==> src/rtl/pong_pkg.sv <==
// ----------------------------------------------------------------------------
// pong_pkg
// Shared game constants, FSM state type and ball-size decode for the
// right-player overlay game controller (ball_game_ctrl, ball_lfsr).
// ----------------------------------------------------------------------------
package pong_pkg;

   localparam int unsigned H_RES      = 640;
   localparam int unsigned V_RES      = 480;
   localparam int unsigned SERVE_Y    = 240;
   localparam int unsigned SPEED_X    = 4;
   localparam int unsigned SPEED_Y    = 2;
   localparam int unsigned HIT_THRESH = 32;
   localparam int unsigned SCORE_MAX  = 99;

   localparam int unsigned POS_W   = 10;
   localparam int unsigned CMP_W   = 11;
   localparam int unsigned SCORE_W = 8;
   localparam int unsigned HIT_W   = 16;
   localparam int unsigned LFSR_W  = 8;

   localparam logic [LFSR_W-1:0] LFSR_SEED = 8'hA5;

   typedef enum logic [1:0] {
      IDLE  = 2'd0,
      SERVE = 2'd1,
      MOVE  = 2'd2,
      OVER  = 2'd3
   } state_t;

   // Ball edge length in pixels for a size select; code 3 is never produced.
   function automatic logic [POS_W-1:0] ball_size(input logic [1:0] sel);
      logic [POS_W-1:0] s;
      case (sel)
         2'd1:    s = POS_W'(40);
         2'd2:    s = POS_W'(64);
         default: s = POS_W'(20);
      endcase
      return s;
   endfunction

endpackage

==> src/rtl/ball_lfsr.sv <==
// ----------------------------------------------------------------------------
// ball_lfsr
// Free-running 8-bit Fibonacci LFSR, polynomial x^8+x^6+x^5+x^4+1.
// Reset loads the non-zero seed so the sequence never locks up.
// Ports:
//   clk   in   pixel clock
//   reset in   synchronous, active-high; loads LFSR_SEED
//   out   out  [7:0] current LFSR state
// ----------------------------------------------------------------------------
module ball_lfsr
   import pong_pkg::*;
(
   input  logic              clk,
   input  logic              reset,
   output logic [LFSR_W-1:0] out
);

   logic feedback;

   // Taps at stages 8,6,5,4 of the polynomial
   assign feedback = out[7] ^ out[5] ^ out[4] ^ out[3];

   always_ff @(posedge clk) begin
      if (reset) begin
         out <= LFSR_SEED;
      end else begin
         out <= {out[LFSR_W-2:0], feedback};
      end
   end

endmodule

==> src/rtl/ball_game_ctrl.sv <==
// ----------------------------------------------------------------------------
// ball_game_ctrl
// Game-state producer for the right-player video overlay. Owns ball position,
// ball size select, score and idle/game-over flags; integrates the
// compositor's per-pixel hit indication over a frame and applies at most one
// bounce/score/lose decision per frame_tick.
//
// Optional feature: define BALL_SPEEDUP_EN to make the horizontal step grow
// with score (SPEED_X + score/4, capped at 3*SPEED_X). Default: constant step.
//
// Ports:
//   clk        in   pixel clock
//   reset      in   synchronous, active-high
//   frame_tick in   1-cycle pulse at start of vertical blanking
//   start_btn  in   debounced start/restart level
//   hit_pixel  in   current pixel is inside ball area and player-detected
//   ball_x     out  [9:0] ball top-left x
//   ball_y     out  [9:0] ball top-left y
//   score      out  [7:0] hits this game, 0..99
//   game_over  out  high in OVER
//   is_idle    out  high in IDLE
//   rand_ball  out  [1:0] ball size select 0/1/2
// ----------------------------------------------------------------------------
module ball_game_ctrl
   import pong_pkg::*;
(
   input  logic               clk,
   input  logic               reset,
   input  logic               frame_tick,
   input  logic               start_btn,
   input  logic               hit_pixel,
   output logic [POS_W-1:0]   ball_x,
   output logic [POS_W-1:0]   ball_y,
   output logic [SCORE_W-1:0] score,
   output logic               game_over,
   output logic               is_idle,
   output logic [1:0]         rand_ball
);

   state_t             state, state_n;
   logic [POS_W-1:0]   ball_x_n, ball_y_n;
   logic [SCORE_W-1:0] score_n;
   logic [1:0]         rand_ball_n;
   logic               dir_x, dir_x_n;   // 1 = moving right (+)
   logic               dir_y, dir_y_n;   // 1 = moving down (+)
   logic [HIT_W-1:0]   hit_cnt, hit_cnt_n;

   logic [LFSR_W-1:0]  lfsr;
   logic [5:0]         lfsr_unused;

   logic [CMP_W-1:0]   size_c;
   logic [CMP_W-1:0]   step_x_c;
   logic [CMP_W-1:0]   x_ext_c;
   logic [CMP_W-1:0]   y_ext_c;

   ball_lfsr u_lfsr (
      .clk   (clk),
      .reset (reset),
      .out   (lfsr)
   );

   // Only the low two bits feed the size select
   assign lfsr_unused = lfsr[7:2];

   // Per-frame geometry in 11 bits so edge compares never wrap
   always_comb begin
      size_c  = CMP_W'(ball_size(rand_ball));
      x_ext_c = {1'b0, ball_x};
      y_ext_c = {1'b0, ball_y};
`ifdef BALL_SPEEDUP_EN
      step_x_c = CMP_W'(SPEED_X) + CMP_W'(score[7:2]);
      if (step_x_c > CMP_W'(3 * SPEED_X)) begin
         step_x_c = CMP_W'(3 * SPEED_X);
      end
`else
      step_x_c = CMP_W'(SPEED_X);
`endif
   end

   // Next-state and next-datapath logic
   always_comb begin
      state_n     = state;
      ball_x_n    = ball_x;
      ball_y_n    = ball_y;
      score_n     = score;
      rand_ball_n = rand_ball;
      dir_x_n     = dir_x;
      dir_y_n     = dir_y;
      hit_cnt_n   = hit_cnt;

      case (state)
         IDLE: begin
            if (start_btn) begin
               state_n = SERVE;
            end
         end

         SERVE: begin
            rand_ball_n = (lfsr[1:0] == 2'd3) ? 2'd0 : lfsr[1:0];
            ball_x_n    = '0;
            ball_y_n    = POS_W'(SERVE_Y);
            dir_x_n     = 1'b1;
            hit_cnt_n   = '0;
            state_n     = MOVE;
         end

         MOVE: begin
            if (frame_tick) begin
               hit_cnt_n = '0;

               // Horizontal: hit beats right-edge loss beats left exit
               if (dir_x && (hit_cnt >= HIT_W'(HIT_THRESH))) begin
                  dir_x_n = 1'b0;
                  if (score < SCORE_W'(SCORE_MAX)) begin
                     score_n = score + SCORE_W'(1);
                  end
               end else if (dir_x && (x_ext_c + size_c + step_x_c >= CMP_W'(H_RES))) begin
                  ball_x_n = POS_W'(CMP_W'(H_RES) - size_c);
                  state_n  = OVER;
               end else if (!dir_x && (x_ext_c < step_x_c)) begin
                  state_n = SERVE;
               end else if (dir_x) begin
                  ball_x_n = ball_x + POS_W'(step_x_c);
               end else begin
                  ball_x_n = ball_x - POS_W'(step_x_c);
               end

               // Vertical: clamp to the wall and reflect
               if (dir_y && (y_ext_c + size_c + CMP_W'(SPEED_Y) >= CMP_W'(V_RES))) begin
                  ball_y_n = POS_W'(CMP_W'(V_RES) - size_c);
                  dir_y_n  = 1'b0;
               end else if (!dir_y && (y_ext_c < CMP_W'(SPEED_Y))) begin
                  ball_y_n = '0;
                  dir_y_n  = 1'b1;
               end else if (dir_y) begin
                  ball_y_n = ball_y + POS_W'(SPEED_Y);
               end else begin
                  ball_y_n = ball_y - POS_W'(SPEED_Y);
               end
            end else if (hit_pixel && dir_x && (hit_cnt != '1)) begin
               hit_cnt_n = hit_cnt + HIT_W'(1);
            end
         end

         OVER: begin
            if (start_btn) begin
               state_n = SERVE;
               score_n = '0;
            end
         end

         default: begin
            state_n = IDLE;
         end
      endcase
   end

   // State and datapath registers; flags track the state being entered
   always_ff @(posedge clk) begin
      if (reset) begin
         state     <= IDLE;
         ball_x    <= '0;
         ball_y    <= POS_W'(SERVE_Y);
         score     <= '0;
         rand_ball <= 2'd0;
         dir_x     <= 1'b1;
         dir_y     <= 1'b1;
         hit_cnt   <= '0;
         game_over <= 1'b0;
         is_idle   <= 1'b1;
      end else begin
         state     <= state_n;
         ball_x    <= ball_x_n;
         ball_y    <= ball_y_n;
         score     <= score_n;
         rand_ball <= rand_ball_n;
         dir_x     <= dir_x_n;
         dir_y     <= dir_y_n;
         hit_cnt   <= hit_cnt_n;
         game_over <= (state_n == OVER);
         is_idle   <= (state_n == IDLE);
      end
   end

endmodule
==> config.mk <==
export PLATFORM = sky130hd
export DESIGN_NAME = ball_game_ctrl
export DESIGN_NICKNAME = d
export VERILOG_FILES = /design/src/rtl/pong_pkg.sv /design/src/rtl/ball_lfsr.sv /design/src/rtl/ball_game_ctrl.sv
export SDC_FILE = /design/constraint.sdc
export NUM_CORES = 1
export LEC_CHECK = 0
export CAP_MARGIN = 15
export CORE_ASPECT_RATIO = 0.5
export CORE_UTILIZATION = 35
export DETAILED_ROUTE_END_ITERATION = 10
export PLACE_DENSITY_LB_ADDON = 0.25
export SYNTH_ARGS = -nofsm -noshare
export SYNTH_HDL_FRONTEND = slang
export SYNTH_SLANG_ARGS = --single-unit
==> constraint.sdc <==
create_clock -name clk -period 5.65 [get_ports clk]
set_input_delay 1.695 -clock clk [delete_from_list [all_inputs] [get_ports clk]]
set_output_delay 1.695 -clock clk [all_outputs]
set_load 0.02 [all_outputs]
# == Word-level counts from Yosys, hierarchy flattened ==
# Index checks and enable logic that the tools add are counted.
# Widths: inputs -> output; s select.
# word_totals
ff_bits,60
input_bits,5
output_inout_bits,32
elab_cells,100
# op_classes
n_addsub,12
magnitude_cmp,6
n_eq_ne,15
mux,32
n_bitwise,3
reduce_logical,21
# op_table
op,n
$mux 10,9
$pmux 10 s2,2
$mux 16,2
$mux 8,4
$pmux 16 s2,1
$add 10x10->11,2
$add 16x1->16 const B,1
$ge 16x6->1 const B,1
$ne 16x16->1 const B,1
$pmux 8 s2,1
$pmux 7 s2,1
$mux 2,6
$add 11x2->11 const B,1
$add 11x3->11 const B,1
$ge 11x10->1 const B,1
$ge 11x9->1 const B,1
$add 10x2->10 const B,1
$add 10x3->10 const B,1
$eq 2x2->1 const B,5
$lt 10x2->1 const B,1
$lt 10x3->1 const B,1
$ne 2x2->1 const B,5
$sub 10x10->10 const A,1
$sub 10x2->10 const B,1
19 further kinds,38

# == Logic depth before layout (Yosys ltp) ==
# Gate-level depths: netlist (run 1).
# depth
word_depth,11
mapped_depth,18
depth_no_buf,16

# == By module ==
# Synthesis (run 1) repeated with hierarchy kept, for this count alone.
# unflattened
hier_cells,473
hier_area_um2,3783.6
# modules_own_cells
module,instances,cells_per_inst,area_per_inst_um2,seq_area_each_um2
ball_game_ctrl,1,454,3547.2,980.9
ball_lfsr,1,19,236.5,160.2

# == Worst setup path before layout (run 1) ==
# No wires, ideal clock.
# synth_path
path_kind,register to register
startpoint,reg rand_ball[0]
endpoint,reg ball_x[6]
setup_time_ns,0.124
arrival_ns,3.396
required_ns,5.526
slack_ns,2.130
path_stages_with_launch,19
path_buffers,2
synth_period_minus_slack_ns,3.520
path_cell_list,dfxtp_1 inv_1 ha_1 buf_4 inv_1 ha_1 inv_1 ha_1 inv_1 fa_1 nor2b_1 o21a_1 o2111ai_1 a32o_1 nor3b_1 clkbuf_1 nor2_1 a21oi_1 o22ai_1
# synth_between
elab_chain_len,10
word_cells_on_any_way,14
classes_between,add/sub (3); order compare (1); eq/ne (3); mux (5); reduce/logical (2)
# synth_rtl
item,line,rtl
start: declaration,ball_game_ctrl.sv:37,output logic [1:0] rand_ball
start signal: assignment,ball_game_ctrl.sv:176,rand_ball <= rand_ball_n;
$eq 2x2->1 / $eq 2x1->1 (equally long branches),pong_pkg.sv:34,case (sel)
$pmux 7 s2 *,pong_pkg.sv:34,
$add 10x10->11,ball_game_ctrl.sv:117,end else if (dir_x && (x_ext_c + size_c + step_x_c >= CMP_W'(H_RES))) begin
$add 11x3->11,ball_game_ctrl.sv:117,
$ge 11x10->1,ball_game_ctrl.sv:117,
$logic_and 1x1->1,ball_game_ctrl.sv:117,
$mux 10,ball_game_ctrl.sv:117,
$mux 10,ball_game_ctrl.sv:112,if (dir_x && (hit_cnt >= HIT_W'(HIT_THRESH))) begin
$mux 10,ball_game_ctrl.sv:108,if (frame_tick) begin
$pmux 10 s2,ball_game_ctrl.sv:91,case (state)
end signal: assignment,ball_game_ctrl.sv:173,ball_x <= ball_x_n;
end: declaration,ball_game_ctrl.sv:32,"output logic [POS_W-1:0] ball_x,"
# Mark *: on every way between the ends. The rest lies on a longest branch, timed or not. The select of a mux whose other input is x is not followed.
# A chain may end at the register's enable or synchronous reset.

# == Worst setup path in the final report (run 1) ==
# layout_path
startpoint,in frame_tick
endpoint,reg score[5]
# layout_between
elab_chain_len,2
# layout_rtl
item,line,rtl
start: declaration,ball_game_ctrl.sv:29,"input logic frame_tick,"
$ne 2x2->1 (no source line),-,
$reduce_and 5->1 (no source line),-,
end signal: assignment,ball_game_ctrl.sv:175,score <= score_n;
end: declaration,ball_game_ctrl.sv:34,"output logic [SCORE_W-1:0] score,"
# No other way between the ends.

==> impl_metrics.csv, run 1 <==
group,metric,value,unit
critical_path,crit_path_end_kind,"flop",
timing,period_needed,3.87,ns
routing,viasPerCell,5.15,
die,die_x,149,µm
pwr,power.leakage,1.70,nW
placement,dp_hpwl,6480,µm
routing,drtIter0Drc,238,
timing,fin_crit_sh,68.5,%
routing,vias,3291,
critical_path,cp_slowest_stage_delay,0.60,ns
clock_network,cts-root-buf,"clkbuf_16",
die,fp.dieH,75.4,µm
critical_path,crit_slowest_cell,"clkdlybuf4s50_1",
finish,final_area,0.00448,mm²
finish,nFillCells,1053,
global_route,grtUsageMet2,26.0,%
timing,rsz0062_at_grt,"false",
synthesis,ys.flop_type,"dfxtp_1",
pwr,power.density,275,mW/mm²
clock_network,cts_buffers,9,
job,cap_violations,0,
global_route,antenna_found_initial,0,
timing,setup_tns,0,ns
global_route,grt-ovfl-total,0,
timing,max_slew_margin,51.8,%
die,rows,26,
synthesis,synth.avg_cell_area,7.98,µm²
timing,holdWs,0.405,ns
synthesis,ys_ff_latch,57,
routing,wl,8930,µm
global_route,busiest_layer,"met2",
global_route,grt.met1_usage,23.3,%
die,die_area,0.0112,mm²
clock_network,cts.sink_count,57,
critical_path,critPathKind,"in2reg",
synthesis,yosysUniqueCellTypes,71,
placement,io_buffers,33,
clock_network,clock_latency,0.32,ns
clock_network,clk_pin_slew_worst_paths,0.05,ns
routing,dr.pass1.iters,4,
timing,report.final.hold_viol_count,0,
timing,slew_violations,0,
die,io-pin-count,37,
synthesis,synthArstFlopShare,0,%
critical_path,path_max_fanout,12,
finish,antenna-diode-count,0,
finish,drive_gt1_share,8.02,%
placement,placed_area,0.00417,mm²
routing,wire_per_inst,14.0,µm
finish,syn_to_final_growth,18.8,%
die,core,0.0103,mm²
timing,worst_slack,1.78,ns
clock_network,cts_max_path_buffers,2,
die,start_util,36.4,%
synthesis,synthCells,472,
global_route,use_met3,4.25,%
routing,drc,0,
critical_path,cp-start-kind,"input pin",
synthesis,ys_seq_area_share,30.3,%
timing,fmax,258,MHz
placement,globalplace.congestion,0.802,
placement,pre_cts_ws,1.50,ns
clock_network,tritoncts,"built",
global_route,grt_pass1_vias,2939,
global_route,grt_max_degree,30,
timing,clock_skew,0.00516,ns
critical_path,arrival,4.09,ns
critical_path,crit_chain,"clkdlybuf4s50_1 > nand2_1 > a311oi_1 > nand3_1 > a21oi_2 > and3_4 > nand4_1 > xor2_1 > nor2_2",
run_status,status,"completed",
global_route,grt_pass1_wl,14800,µm
timing,setup_violations,0,
clock_network,cts_hold_buf,0,
synthesis,synth-edff-count,0,
clock_network,h-tree-depth,3,
timing,worstMarginPinSlew,0.724,ns
clock_network,post_cts_buffers,0,
synthesis,yosys_warnings,0,
synthesis,syn_area,0.00377,mm²
routing,ant_nets,0,
hold_path,hp-class,"reg2reg",
clock_network,post_cts_resized,0,
pwr,ir_worst_vdd,0.164,mV
finish,nets,522,
global_route,grt_use_total,16.7,%
critical_path,crit_required,5.87,ns
[path summary, 6_finish.rpt]
check | start | endpoint | slack [ns] | depth (start not counted)
max | frame_tick | score[5] | 1.78 | 9
min | u_lfsr.out[6] | u_lfsr.out[7] | 0.40 | 1
min reg2reg | u_lfsr.out[6] | u_lfsr.out[7] | 0.40 | 1
max reg2reg | rand_ball[0] | is_idle | 1.81 | 17
[state kept, by name, indices dropped and copies added, names as in the netlist, 2 cells and up]
register    cells
ball_x          8
ball_y          9
hit_cnt        16
rand_ball       2
score           8
state           2
u_lfsr.out      8
[power breakdown]
group | total, W | internal [W] | leakage (nW) | switching, W
clock network | 0.000575 | 0.000395 | 0.153 | 0.000180
registers | 0.000437 | 0.000419 | 0.463 | 0.0000183
logic | 0.000220 | 0.0000903 | 1.09 | 0.000130
[cell type report]
cell class	instances	area [µm²]	share of cell area (%)
Multi-Input combinational cell	365	2400	53.6
Clock inverter	3	65.1	1.45
Tap cell	140	175	3.91
Inverter	26	97.6	2.18
Timing Repair Buffer	36	353	7.88
Sequential cell	57	1140	25.5
Clock buffer	12	246	5.50
[cells in the mapped netlist (7+ instances only)]
cell type   n  share of area [%]
inv_1      26                2.6
nand4_1    12                2.0
nor2_1     53                5.3
buf_2       8                1.1
nand2_1    37                3.7
a21oi_1    19                2.5
xor2_1     21                4.9
and2_1      8                1.3
ha_1       21                7.0
mux2i_1     9                2.4
o21ai_0    20                2.7
nand3_1    15                2.0
xnor2_1    14                3.3
nand2b_1    9                1.5
nor3_1     18                2.4
dfxtp_1    57                 30
clkbuf_1   12                1.2
nor2b_1    11                1.8
and3_1      7                1.2
[critical path, delay by kind of cell]
kind | cells | cell delay [ns]
and+or+nand+nor | 5 | 0.86
xor gates and xnor gates | 1 | 0.18
AOI/OAI and AO/OA | 2 | 0.75
buffers and inverters | 1 | 0.60
[cells by family (layout without fill, tap and decap cells)]
kind of cell	count (synthesis)	after routing	synth area share [%]
AND/OR/NAND/NOR	206	206	29.1
AO/OA/AOI/OAI	89	89	16.0
flip-flops	57	57	30.3
buffers and inverters	52	77	6.24
XOR/XNOR	35	35	8.13
adder cells (fa/ha/maj)	22	22	7.50
multiplexers	10	10	2.69
other	1	3	0.0995
[per-layer routing]
metal  vias up  wire, µm  part of all wire (%)
li1       1687         -                     -
met4         0        60                  0.67
met1      1532      4660                    52
met2        64      3720                    42
met5         -         0                     0
met3         8       485                   5.4
[cell usage in the layout (no fill, tap or decap), types with 3 or more instances in the layout]
cell type,netlist,final
a21o_1,3,3
a21oi_1,19,19
a31oi_1,5,5
and2_1,8,8
and3_1,7,7
buf_4,4,3
clkbuf_16,0,9
clkdlybuf4s50_1,0,33
conb_1,1,3
dfxtp_1,57,57
ha_1,21,21
inv_1,26,26
mux2i_1,9,9
nand2_1,37,37
nand2b_1,9,9
nand3_1,15,15
nand4_1,12,12
nor2_1,53,53
nor2b_1,11,11
nor3_1,18,18
nor4_1,5,5
o2111ai_1,3,3
o211ai_1,4,4
o21a_1,4,4
o21ai_0,20,20
o21bai_1,3,3
o22ai_1,5,5
or2_2,6,6
or3_1,3,3
xnor2_1,14,14
xor2_1,21,21
[per-stage QoR]
stage	total power [W]	cells	util, %
after floorplan	0.000616	474	-
after global placement	0.000667	624	40.3
after detailed placement	0.000665	624	40.3
after CTS	0.00124	639	43.3
after global routing	0.00128	639	43.3
final	0.00123	639	43.3
No activity file was read; power rests on OpenSTA's default activity.
==> inputs of run 2 (changes only) <==
==> constraint.sdc (replaced) <==
create_clock -name clk -period 3.1 [get_ports clk]
set_input_delay 0.93 -clock clk [delete_from_list [all_inputs] [get_ports clk]]
set_output_delay 0.93 -clock clk [all_outputs]
set_load 0.02 [all_outputs]
==> run 2 against run 1 <==
Compared with the run above:
- wire length up 6.7%
- sequential power grew 81%
- register-to-register slack got worse by 1.8 ns
- setup slack lost 1.7 ns
- via count grew 2.7%
- clock skew rose by 0.0024 ns
- cell count rose by 4.4%
- non-clock buffer count rose by 26
- clock power up 57%
- cell area increased by 6.8%
- largest cell class unchanged
- highest routed layer unchanged
==> impl_metrics.csv, run 2 (synthesis results as in run 1) <==
group,metric,value,unit
finish,top_register,"hit_cnt",
global_route,grt_pass1_wl,15200,µm
timing,period_needed,3.05,ns
timing,setup_violations,0,
clock_network,tritoncts,"built",
clock_network,cts-root-buf,"clkbuf_16",
finish,final_cell_mix,"dfxtp_1 (55), nor2_1 (52), nand2_1 (37)",
routing,drc,0,
finish,antenna-diode-count,0,
global_route,antenna_found_initial,0,
finish,final_area,0.00478,mm²
routing,ant_nets,0,
die,rows,26,
clock_network,clock_latency,0.33,ns
routing,vias,3381,
timing,setup_tns,0,ns
hold_path,hp-class,"reg2reg",
critical_path,critPathKind,"reg2reg",
timing,report.final.hold_viol_count,0,
placement,placed_area,0.00440,mm²
timing,clock_skew,0.00755,ns
placement,dp_hpwl,6820,µm
timing,slew_violations,0,
critical_path,crit_required,3.32,ns
global_route,grt_max_degree,16,
timing,fmax,328,MHz
timing,fin_crit_sh,98.3,%
timing,worstMarginPinSlew,0.692,ns
routing,viasPerCell,5.07,
critical_path,path_max_fanout,4,
clock_network,cts.sink_count,57,
critical_path,crit_path_end_kind,"flop",
finish,syn_to_final_growth,26.9,%
die,die_area,0.0112,mm²
clock_network,h-tree-depth,3,
placement,globalplace.congestion,0.846,
placement,io_buffers,33,
routing,dr.pass1.iters,4,
die,start_util,36.4,%
finish,nets,549,
finish,largest_register_ffs,16,
finish,top_regs,"hit_cnt (16), ball_y (9)",
critical_path,arrival,3.27,ns
die,fp.dieH,75.4,µm
finish,drive_gt1_share,17.1,%
global_route,grt_use_total,17.4,%
clock_network,cts_buffers,9,
clock_network,clk_pin_slew_worst_paths,0.05,ns
finish,layout_commonest_cell,"dfxtp_1",
pwr,power.total,0.00220,W
routing,drtIter0Drc,242,
die,io-pin-count,37,
job,cap_violations,0,
timing,max_slew_margin,53.9,%
pwr,ir_worst_vdd,0.253,mV
die,core,0.0103,mm²
critical_path,cp-start-kind,"flop",
timing,rsz0062_at_grt,"true",
routing,wl,9520,µm
finish,finish.utilization,46.2,%
pwr,power.density,460,mW/mm²
routing,wire_per_inst,14.3,µm
global_route,grt-ovfl-total,0,
die,die_x,149,µm
global_route,grt_pass1_vias,3050,
run_status,status,"completed",
pwr,power.leakage,1.82,nW
clock_network,cts_max_path_buffers,2,
[run 2: power by group]
part	total, W	switching [W]	internal, W
combinational	0.000503	0.000279	0.000224
clock	0.000902	0.000361	0.000541
sequential	0.000793	0.0000302	0.000763
total	0.00220	0.000670	0.00153
[run 2: worst paths after layout]
check	startpoint	endpoint	slack, ns	cells after the start
worst min register to register	u_lfsr.out[6]	u_lfsr.out[7]	0.41	1
worst max-delay path	rand_ball[0]	is_idle	0.05	16
worst min-delay path	u_lfsr.out[6]	u_lfsr.out[7]	0.41	1
worst max register to register	rand_ball[0]	is_idle	0.05	16
[run 2: repair_timing]
item                                    CTS  global route
cloned                                    0             1
pin swaps                                 0             9
gates resized for setup                   1            13
endpoints found under the setup margin    1            11
hold buffers                              0             0
buffers inserted                          0             3
[run 2: metal layers]
layer	vias up	wire, µm	global-route usage, %
met3	2	328	3.71
met1	1581	5080	24.1
met2	50	4080	27.3
met4	0	37	5.67
li1	1748	-	-
met5	-	0	0
[run 2: cell type report]
type	count	area [µm²]
multi-input cells	366	2530
repair buffers	62	552
inverters	26	103
well taps	140	175
clock inverters	6	43.8
flip-flops and latches	57	1150
fillers	1030	5560
clock buffers	10	229
[run 2: per-stage QoR]
stage               setup WS, ns  cells  hold WS (ns)
floorplan                -0.0123    474         0.389
global placement          0.0449    647         0.391
detailed placement       -0.0368    647         0.396
CTS                       0.0178    663         0.410
global route              -0.108    667         0.426
finish                    0.0525    667         0.409
[run 2: worst max-delay path, cell delays in order, from the launching register on]
cell	delay [ns]
dfxtp_4	0.37
inv_4	0.04
ha_4	0.29
inv_4	0.04
ha_4	0.14
inv_2	0.06
ha_4	0.12
inv_2	0.03
fa_2	0.31
nor2b_1	0.12
o21a_1	0.19
o2111ai_2	0.11
a32o_2	0.29
nor3b_4	0.23
o2111ai_2	0.13
a211oi_2	0.28
o21ba_4	0.19
==> inputs of run 3 (changes only) <==
--- a/config.mk
+++ b/config.mk
@@ -8,7 +8,9 @@
 export CAP_MARGIN = 15
 export CORE_ASPECT_RATIO = 0.5
 export CORE_UTILIZATION = 35
+export CTS_BUF_LIST = sky130_fd_sc_hd__clkbuf_8
 export DETAILED_ROUTE_END_ITERATION = 10
+export MAX_ROUTING_LAYER = met4
 export PLACE_DENSITY_LB_ADDON = 0.25
 export SYNTH_ARGS = -nofsm -noshare
 export SYNTH_HDL_FRONTEND = slang
==> run 3 against run 2 <==
Compared with the run above:
- critical path depth did not move
- cell area fell by 2.0%
- die area did not move
- clock skew rose by 0.00071 ns
- sequential cell count did not move
- register-to-register slack barely moved
- highest routed layer unchanged
- non-clock buffer count did not move
- cell count did not move
- combinational power barely moved
- count of clock-buffer cells in the layout fell by 1
- global-route usage rose by 0.55 points
==> impl_metrics.csv, run 3 (synthesis results as in run 1) <==
group,metric,value,unit
run_status,status,"completed",
routing,ant_nets,0,
finish,top_register,"hit_cnt",
global_route,grt_max_degree,16,
global_route,grtUsageMet2,27.1,%
placement,dp_hpwl,6820,µm
finish,layout_commonest_cell,"dfxtp_1",
timing,max_slew_margin,55.8,%
finish,top_regs,"hit_cnt (16), ball_y (9)",
global_route,grt-ovfl-total,0,
finish,seqCellArea,0.00115,mm²
clock_network,cts.sink_count,57,
die,die_area,0.0112,mm²
critical_path,cp-start-kind,"flop",
finish,syn_to_final_growth,24.4,%
clock_network,cts_hold_buf,0,
critical_path,r2r_cells,16,
routing,drtIter0Drc,179,
routing,drc,0,
critical_path,reg2reg_to,"is_idle",
routing,wire_per_inst,14.4,µm
finish,nFillCells,1038,
clock_network,clock_latency,0.34,ns
critical_path,crit_required,3.34,ns
finish,nets,549,
die,core,0.0103,mm²
timing,setup_violations,0,
timing,holdWs,0.418,ns
die,rows,26,
finish,finish.utilization,45.3,%
timing,report.final.hold_viol_count,0,
placement,globalplace.congestion,0.859,
finish,multi_input_area,0.00254,mm²
pwr,ir_worst_vdd,0.158,mV
global_route,grt_pass1_wl,15200,µm
timing,slew_violations,0,
timing,setup_tns,0,ns
critical_path,crit_path_end_kind,"flop",
global_route,grt_pass1_vias,3066,
clock_network,clk_pin_slew_worst_paths,0.07,ns
clock_network,cts_max_path_buffers,2,
die,die_x,149,µm
finish,largest_register_ffs,16,
timing,worstMarginPinSlew,0.664,ns
timing,fmax,329,MHz
timing,clock_skew,0.00826,ns
critical_path,arrival,3.28,ns
routing,viasPerCell,5.09,
clock_network,tritoncts,"built",
die,fp.dieH,75.4,µm
critical_path,r2r_slack,0.06,ns
die,io-pin-count,37,
placement,io_buffers,33,
hold_path,min_from,"u_lfsr.out[6]",
global_route,grt_use_total,17.9,%
critical_path,critPathKind,"reg2reg",
timing,period_needed,3.04,ns
critical_path,r2r-start,"rand_ball[0]",
job,cap_violations,0,
placement,place_inst,647,
timing,rsz0062_at_grt,"true",
clock_network,h-tree-depth,3,
global_route,antenna_found_initial,0,
timing,fin_crit_sh,98.1,%
global_route,use_met3,4.55,%
pwr,power.density,409,mW/mm²
clock_network,cts_buffers,9,
global_route,busiest_layer,"met2",
routing,wl,9590,µm
hold_path,hp-class,"reg2reg",
global_route,grt.met1_usage,24.0,%
hold_path,min_path_cells,1,
routing,vias,3393,
die,start_util,36.4,%
critical_path,startpoint,"rand_ball[0]",
clock_network,cts-root-buf,"clkbuf_8",
finish,instances_no_fill,667,
critical_path,path_max_fanout,4,
finish,final_cell_mix,"dfxtp_1 (55), nor2_1 (52), nand2_1 (37)",
hold_path,hold_end,"u_lfsr.out[7]",
finish,drive_gt1_share,17.5,%
finish,antenna-diode-count,0,
pwr,power.leakage,1.78,nW
routing,dr.pass1.iters,4,
## run 3: cell count changes in the layout (fill, tap and decap cells not counted), sizes merged
cell / before / now
clkbuf: 10 / 9
inv: 27 / 28
## run 3: metrics by stage
stage / total power, W / instance area [µm²] / worst slack [ns]
final: 0.00192 / 4690 / 0.0600
after global routing: 0.00201 / 4690 / -0.106
after CTS: 0.00188 / 4580 / 0.0185
after detailed placement: 0.00126 / 4400 / -0.0368
after global placement: 0.00126 / 4400 / 0.0449
after floorplan: 0.00114 / 3840 / -0.0123
## run 3: power breakdown
group          internal [W]  switching [W]
Sequential         0.000762      0.0000303
Clock              0.000288       0.000330
Combinational      0.000225       0.000281
Total               0.00128       0.000641
## run 3: timing repair
| action | CTS | global route |
|---|---|---|
| pin swaps | 0 | 10 |
| resized for setup | 1 | 15 |
| setup buffers | 0 | 3 |
| endpoints found under the setup margin | 1 | 12 |
| gates cloned | 0 | 1 |
## run 3: metal layers
| metal | wire [µm] | part of all wire, % | up-vias |
|---|---|---|---|
| li1 | - | - | 1743 |
| met1 | 5050 | 53 | 1591 |
| met2 | 4040 | 42 | 53 |
| met3 | 406 | 4.2 | 6 |
| met4 | 84 | 0.88 | 0 |
| met5 | 0 | 0 | - |
## run 3: how the worst max path moves through the flow
stage | endpoint | slack, ns
after floorplan | is_idle | -0.01
after detailed placement | is_idle | -0.04
after CTS | is_idle | 0.02
final | is_idle | 0.06
after global placement | is_idle | 0.04
after global routing | is_idle | -0.11
## run 3: worst max-delay path: stages (launching register included)
cell,delay (ns)
dfxtp_4,0.38
inv_4,0.04
ha_4,0.29
inv_4,0.04
ha_4,0.14
inv_2,0.06
ha_4,0.12
inv_2,0.03
fa_2,0.31
nor2b_1,0.12
o21a_1,0.19
o2111ai_2,0.11
a32o_2,0.28
nor3b_4,0.23
o2111ai_2,0.13
a211oi_2,0.28
o21ba_4,0.18
## run 3: final cells by class
type / count / area share, %
Tap cell: 140 / 3.74
Timing Repair Buffer: 62 / 11.8
Sequential cell: 57 / 24.4
Multi-Input combinational cell: 366 / 54.2
Clock inverter: 7 / 1.01
Clock buffer: 9 / 2.64
Inverter: 26 / 2.19
